### config.mk
export PLATFORM = sky130hd
export DESIGN_NAME = alu_control_seq
export DESIGN_NICKNAME = d
export VERILOG_FILES = /design/src/rtl/alu_control_seq.sv
export SDC_FILE = /design/constraint.sdc
export NUM_CORES = 1
export LEC_CHECK = 0
export CORE_ASPECT_RATIO = 1.75
export CORE_MARGIN = 4
export CORE_UTILIZATION = 51
export CTS_BUF_LIST = sky130_fd_sc_hd__clkbuf_4
export CTS_CLUSTER_SIZE = 30
export DETAILED_ROUTE_END_ITERATION = 7
export PLACE_DENSITY_LB_ADDON = 0.2
export SLEW_MARGIN = 20
export SYNTH_ARGS = -nofsm -noshare
export SYNTH_HDL_FRONTEND = slang
export SYNTH_SLANG_ARGS = --single-unit
### constraint.sdc
create_clock -name clk -period 2.8 [get_ports clk]
set_input_delay 0.56 -clock clk [delete_from_list [all_inputs] [get_ports clk]]
set_output_delay 0.56 -clock clk [all_outputs]
set_load 0.01 [all_outputs]
### src/rtl/alu_control_seq.sv
// EX-stage ALU control: combinational ALUOp/Funct decode plus a latency sequencer
// that stalls the pipeline while the external mul/div unit works.
module alu_control_seq #(
  parameter int OP_W    = 5,
  parameter int M_EXT   = 1,
  parameter int MUL_LAT = 3,
  parameter int DIV_LAT = 33,
  parameter int CNT_W   = 32
) (
  input  logic             clk,
  input  logic             rst_n,
  input  logic             valid_i,
  input  logic             flush_i,
  input  logic [1:0]       ALUOp,
  input  logic             IsImm,
  input  logic [6:0]       Funct7,
  input  logic [2:0]       Funct3,
  output logic [OP_W-1:0]  Operation,
  output logic             illegal_o,
  output logic             stall_o,
  output logic             mop_start_o,
  output logic             mop_done_o,
  output logic [CNT_W-1:0] stall_cnt_o
);

  typedef enum logic [4:0] {
    OP_ADD    = 5'd0,
    OP_SUB    = 5'd1,
    OP_AND    = 5'd2,
    OP_OR     = 5'd3,
    OP_XOR    = 5'd4,
    OP_SLL    = 5'd5,
    OP_SRL    = 5'd6,
    OP_SRA    = 5'd7,
    OP_SLT    = 5'd8,
    OP_SLTU   = 5'd9,
    OP_EQ     = 5'd10,
    OP_PASSB  = 5'd11,
    OP_MUL    = 5'd16,
    OP_MULH   = 5'd17,
    OP_MULHSU = 5'd18,
    OP_MULHU  = 5'd19,
    OP_DIV    = 5'd20,
    OP_DIVU   = 5'd21,
    OP_REM    = 5'd22,
    OP_REMU   = 5'd23
  } alu_op_e;

  typedef enum logic [1:0] {
    S_IDLE = 2'd0,
    S_BUSY = 2'd1,
    S_DONE = 2'd2
  } seq_state_e;

  localparam logic [6:0] F7_BASE = 7'b0000000;
  localparam logic [6:0] F7_ALT  = 7'b0100000;
  localparam logic [6:0] F7_MEXT = 7'b0000001;

  localparam int MAX_LAT = (DIV_LAT > MUL_LAT) ? DIV_LAT : MUL_LAT;
  localparam int CW      = (MAX_LAT > 1) ? $clog2(MAX_LAT) : 1;

  alu_op_e    base_op;
  alu_op_e    op_d;
  logic       illegal_d;
  logic       mop;
  logic       is_div;
  logic       start;
  logic [CW-1:0] lat_m1;

  seq_state_e    state_q;
  logic [CW-1:0] cnt_q;
  logic          div_q;
  logic [CNT_W-1:0] stall_cnt_q;

  // Funct7=0 arithmetic, shared by R-type and I-type.
  always_comb begin
    base_op = OP_ADD;
    unique case (Funct3)
      3'b000: base_op = OP_ADD;
      3'b001: base_op = OP_SLL;
      3'b010: base_op = OP_SLT;
      3'b011: base_op = OP_SLTU;
      3'b100: base_op = OP_XOR;
      3'b101: base_op = OP_SRL;
      3'b110: base_op = OP_OR;
      3'b111: base_op = OP_AND;
      default: base_op = OP_ADD;
    endcase
  end

  always_comb begin
    op_d      = OP_ADD;
    illegal_d = 1'b0;
    unique case (ALUOp)
      2'b00: op_d = OP_ADD;
      2'b11: op_d = OP_PASSB;
      2'b01: begin
        unique case (Funct3[2:1])
          2'b00: op_d = OP_EQ;
          2'b01: begin
            op_d      = OP_EQ;
            illegal_d = 1'b1;
          end
          2'b10: op_d = OP_SLT;
          2'b11: op_d = OP_SLTU;
          default: op_d = OP_EQ;
        endcase
      end
      2'b10: begin
        if (IsImm) begin
          // Only shifts treat Funct7 as an opcode field; elsewhere it is immediate.
          if (Funct3 == 3'b001) begin
            if (Funct7 == F7_BASE) op_d = OP_SLL;
            else                   illegal_d = 1'b1;
          end else if (Funct3 == 3'b101) begin
            if (Funct7 == F7_BASE)     op_d = OP_SRL;
            else if (Funct7 == F7_ALT) op_d = OP_SRA;
            else                       illegal_d = 1'b1;
          end else begin
            op_d = base_op;
          end
        end else begin
          unique case (Funct7)
            F7_BASE: op_d = base_op;
            F7_ALT: begin
              if (Funct3 == 3'b000)      op_d = OP_SUB;
              else if (Funct3 == 3'b101) op_d = OP_SRA;
              else                       illegal_d = 1'b1;
            end
            F7_MEXT: begin
              if (M_EXT != 0) op_d = alu_op_e'({2'b10, Funct3});
              else            illegal_d = 1'b1;
            end
            default: illegal_d = 1'b1;
          endcase
        end
      end
      default: op_d = OP_ADD;
    endcase
  end

  assign Operation = OP_W'(op_d);
  assign illegal_o = illegal_d;

  assign mop    = valid_i & (op_d >= OP_MUL) & ~illegal_d;
  assign is_div = op_d[2];
  assign lat_m1 = is_div ? CW'(DIV_LAT - 1) : CW'(MUL_LAT - 1);
  assign start  = rst_n & (state_q == S_IDLE) & mop & ~flush_i;

  // Flush drops the stall and cancels completion in the same cycle.
  assign mop_start_o = start;
  assign stall_o     = start | ((state_q == S_BUSY) & ~flush_i);
  assign mop_done_o  = (state_q == S_DONE) & ~flush_i;
  assign stall_cnt_o = stall_cnt_q;

  always_ff @(posedge clk or negedge rst_n) begin
    if (!rst_n) begin
      state_q <= S_IDLE;
      cnt_q   <= '0;
      div_q   <= 1'b0;
    end else begin
      unique case (state_q)
        S_IDLE: begin
          if (start) begin
            state_q <= S_BUSY;
            cnt_q   <= lat_m1;
            div_q   <= is_div;
          end
        end
        S_BUSY: begin
          if (flush_i)            state_q <= S_IDLE;
          else if (cnt_q == '0)   state_q <= S_DONE;
          else                    cnt_q   <= cnt_q - CW'(1);
        end
        S_DONE:  state_q <= S_IDLE;
        default: state_q <= S_IDLE;
      endcase
    end
  end

  always_ff @(posedge clk or negedge rst_n) begin
    if (!rst_n) begin
      stall_cnt_q <= '0;
    end else if (stall_o && (stall_cnt_q != {CNT_W{1'b1}})) begin
      stall_cnt_q <= stall_cnt_q + CNT_W'(1);
    end
  end

  always_ff @(posedge clk) begin
    if (rst_n && (state_q == S_BUSY)) begin
      assert (cnt_q <= (div_q ? CW'(DIV_LAT - 1) : CW'(MUL_LAT - 1)));
    end
  end

endmodule

## Word-level counts from Yosys, hierarchy flattened

Memories as Yosys holds them, arrays and structs flattened.
Cells that the tools add are included.

| word-level totals | value |
|---|---|
| flip-flop bits (word level) | 40 |
| memory bits (read-only) | 32 |
| bits of input ports | 17 |
| output and inout port bits | 41 |
| logic and storage cells | 77 |
| memories kept | 1 |

| cells by class | value |
|---|---|
| add/sub/neg operators | 2 |
| order comparisons | 1 |
| equal/unequal tests | 17 |
| multiplexer cells | 31 |
| bitwise operators | 10 |
| reduce and logical (&&, ||, !) cells | 12 |

Memory list:

| name | depth | width | read ports | clocked after memory_dff | wr ports | line | RTL |
|---|---|---|---|---|---|---|---|
| (name not given) | 8 | 4 | 1 | 0 | 0 | 78 | `unique case (Funct3)` |

Operator list:

| operator | number |
|---|---|
| $add 32x1->32 const B | 1 |
| $ne 32x32->1 const B | 1 |
| $pmux 5 s3 | 2 |
| $mux 6 | 4 |
| $pmux 5 s4 | 1 |
| $mux 3 | 5 |
| $mux 5 | 3 |
| $pmux 6 s2 | 1 |
| $eq 2x2->1 const B | 5 |
| $mux 1 | 9 |
| $and 1x1->1 | 7 |
| $eq 7x1->1 const B | 1 |
| $eq 7x6->1 const B | 1 |
| $logic_not 7->1 | 1 |
| $eq 2x1->1 const B | 3 |
| $logic_not 2->1 | 3 |
| $logic_not 6->1 | 1 |
| $mux 2 | 3 |
| $ne 2x2->1 const B | 3 |
| $sub 6x1->6 const B | 1 |
| $ge 5x5->1 const B | 1 |
| $pmux 1 s2 | 2 |
| $pmux 2 s2 | 1 |
| $reduce_and 4->1 | 1 |
| other kinds (10) | 12 |

## Depth between registers and ports, before layout

| logic depth | value |
|---|---|
| depth in word-level cells | 14 |
| gate-level depth with buffers | 9 |

## Worst setup path before layout

Ideal clock, no wire load.

| timing path | value |
|---|---|
| path kind | input -> output |
| start point | input port Funct7[1] |
| end point | output port Operation[2] |
| arrival time | 2061 ps |
| required time | 2240 ps |
| slack | 179 ps |
| stages on the path | 5 |
| cell sequence | or4_4 > nor3_1 > nor2_1 > o41ai_1 > and2_1 |

| on the way | value |
|---|---|
| word-level cells in the longest chain between the ends | 7 |

Ends and longest elaborated chain:

| what | line | RTL |
|---|---|---|
| start: declaration | 16 | `input logic [6:0] Funct7,` |
| $eq 7x6->1 | 117, 123 |  |
| $mux 3 | 117 | `else if (Funct7 == F7_ALT) op_d = OP_SRA;` |
| $mux 3 | 116 | `if (Funct7 == F7_BASE) op_d = OP_SRL;` |
| $mux 5 | 115 | `end else if (Funct3 == 3'b101) begin` |
| $mux 5 | 112 | `if (Funct3 == 3'b001) begin` |
| $mux 5 (*) | 110 | `if (IsImm) begin` |
| $pmux 5 s4 (*) | 94 | `unique case (ALUOp)` |
| end: declaration | 18 | `output logic [OP_W-1:0] Operation,` |

Every way passes the cells marked *; elsewhere a longest branch is shown, timed or not.

## Final worst setup path

| timing path | value |
|---|---|
| start point | input port Funct7[1] |
| end point | output port Operation[0] |

The elaborated chain is that of the path after synthesis.

==> impl_metrics.ini <==
[drt]
ant_nets = 0
drtIter0Drc = 82
vias = 2389
drc_errors = 0
first_pass_iters = 5
drt-total-wl_um = 7172
wl_per_cell_um = 17.37
vias_per_cell = 5.785

[clock_network]
cts-htree-levels = 2
cts_tree = built
cts_buffer_depth = 2
cts-buffers-inserted = 5
path_clk_slew_ns = 0.12
cts-root-buf = clkbuf_4
clock_sinks = 40
insertion_delay_ns = 0.34

[setup_path]
start_kind = input port
cp_top_family = simple AND/OR/NAND/NOR gates
critPathSlowestCell = or4_4
arrival_ns = 2.21
critPathMaxFanout = 3
cp_data_required_time_ns = 2.24
crit_chain = dlygate4sd2_1, or4_4, nor3_2, buf_4, a31oi_4, o22a_1, o31ai_1, buf_2
path_buf_inv = 3
worstSetupEndpointType = primary output
criticalPathCategory = input port to primary output
cpPeakStageDelay_ns = 0.43

[sta]
max_freq_mhz = 361.1
skew_ns = 0.007343
relSlewSlack_pct = 60.38
drv_slew = 0
finalHoldViolCount = 0
fin_crit_ns = 2.770
period_share_pct = 98.91
rsz0062_at_grt = true
tns_ns = 0
setup_viol = 0
tightest_slew_ns = 0.5943

[floorplanning]
num_io_pins = 58
initial_core_util_pct = 53.66
std_cell_rows = 32
die_h_um = 98.86
die_x_um = 59.92
die-area_um2 = 5924
core_um2 = 4484

[place]
dpl_cell_area_um2 = 3286
hpwl_um = 5540
portBuffers = 57
gp_congestion = 0.9135

[logic_synthesis]
netlist_top_cells_area = dfrtp_1 (42%), xor2_1 (5.8%), xnor2_1 (5.1%)
yosysWarnings = 0
syn_area_um2 = 2406
synth_cell_types = 47
syn_nets = 285
yosys_register_bits = 40
synth_area_leader_cell = dfrtp_1
postSynthCellCount = 261
postSynthAreaPerCell_um2 = 9.219
ys_seq_area_share_pct = 41.60
synth.top_cell.area_share_pct = 41.60

[final_layout]
final_net_count = 385
final_area_um2 = 3493
syn_to_final_growth_pct = 45.19
layout_common_cells = buf_4 (42), dfrtp_1 (40), clkdlybuf4s50_1 (39)
layout-drive-gt1-share_pct = 24.03
layout_commonest_cell = buf_4
num_antenna_cells = 0

[global_route]
antenna_found_initial = 0
grt_start_max_net_pins = 41
first_global_vias = 2548
grt_pass1_wl_um = 11990
grt_usage_pct = 26.56
grt_overflow = 0

[pwr]
peakVddDrop_uv = 467.6
power_density_nw_per_um2 = 332.8
leakage_nw = 1.606

[min_path]
hold_class = input port to async pin

[job]
maxCapViolations = 0

[run_status]
outcome = finished clean
==> report_power, final <==
part           total [mW]  internal [mW]  switching [mW]
combinational       0.186         0.0877          0.0988
sequential          0.609          0.593          0.0162
clock               0.367          0.182           0.185
total                1.16          0.863           0.300
==> synth_stat cells, drive strengths merged <==
library cell	instances
a211oi	1
a21oi	10
a221oi	1
a311oi	1
a31oi	5
a32o	1
and2	2
and3	6
and3b	1
and4	3
buf	1
clkbuf	6
dfrtp	40
ha	7
inv	13
maj3	1
mux2	2
nand2	26
nand2b	3
nand3	16
nand4	9
nand4bb	1
nor2	18
nor2b	4
nor3	19
nor3b	2
nor4	4
nor4b	1
o2111ai	1
o211ai	1
o21ai	10
o21ba	1
o21bai	1
o221ai	1
o22a	1
o31ai	1
o32ai	1
o41ai	1
or3	5
or4	2
or4bb	1
xnor2	14
xor2	16
==> kinds of logic after synthesis <==
family                   count (synthesis)  synth area share [%]
AO/OA/AOI/OAI                           38                 10.92
XOR/XNOR                                30                 10.92
adder cells (fa/ha/maj)                  8                 4.056
buffers and inverters                   20                 3.172
flip-flops                              40                 41.60
multiplexers                             2                0.9360
AND/OR/NAND/NOR                        123                 28.39
==> worst paths after layout <==
check	start	to	slack [ns]	cells past startpoint
max	Funct7[1]	Operation[0]	0.03	8
min	rst_n	cnt_q[2]	0.28	2
max reg2reg	state_q[0]	stall_cnt_o[13]	0.29	9
min reg2reg	stall_cnt_o[23]	stall_cnt_o[23]	0.51	1
max in group asynchronous	rst_n	stall_cnt_o[13]	2.18	2
min in group clk	stall_cnt_o[23]	stall_cnt_o[23]	0.51	1
==> stage by stage <==
stage	power, mW	util (%)	hold slack (ns)	cells	setup slack [ns]
2_1_floorplan	0.6965	-	0.2644	261	0.1785
3_3_place_gp	0.7955	73.27	0.4847	399	-0.6904
3_5_place_dp	0.8010	73.27	0.4976	399	-0.7458
4_1_cts	1.166	76.59	0.2914	412	0.02013
5_1_grt	1.219	77.90	0.3049	413	-0.02657
6_report	1.163	77.90	0.2750	413	0.03043
==> state kept, by name, summed over array words and instances (netlist names) <==
signal	flops
cnt_q	6
state_q	2
stall_cnt_o	32
==> metal layers <==
| layer | vias up | routed length, um | GRT usage [%] |
|---|---|---|---|
| met3 | 23 | 307 | 4.063 |
| met4 | 0 | 312 | 11.43 |
| li1 | 1133 | - | - |
| met2 | 77 | 4129 | 49.83 |
| met5 | - | 0 | 0 |
| met1 | 1156 | 2423 | 27.30 |
==> layout make-up <==
class,instances,area (um^2)
clock inverters,3,37.54
repair buffers,100,852.1
clock buffers,5,37.54
well taps,51,63.81
fillers,317,991.0
multi-input cells,201,1453
flip-flops and latches,40,1001
inverters,13,48.80
==> timing repair <==
item | 4_1_cts | 5_1_grt
gates resized for setup | 56 | 12
endpoints found under the setup margin | 16 | 12
cloned | 0 | 0
pin swaps | 14 | 5
hold buffers | 0 | 0
setup buffers | 5 | 1
No activity file was read; power rests on OpenSTA's default activity.
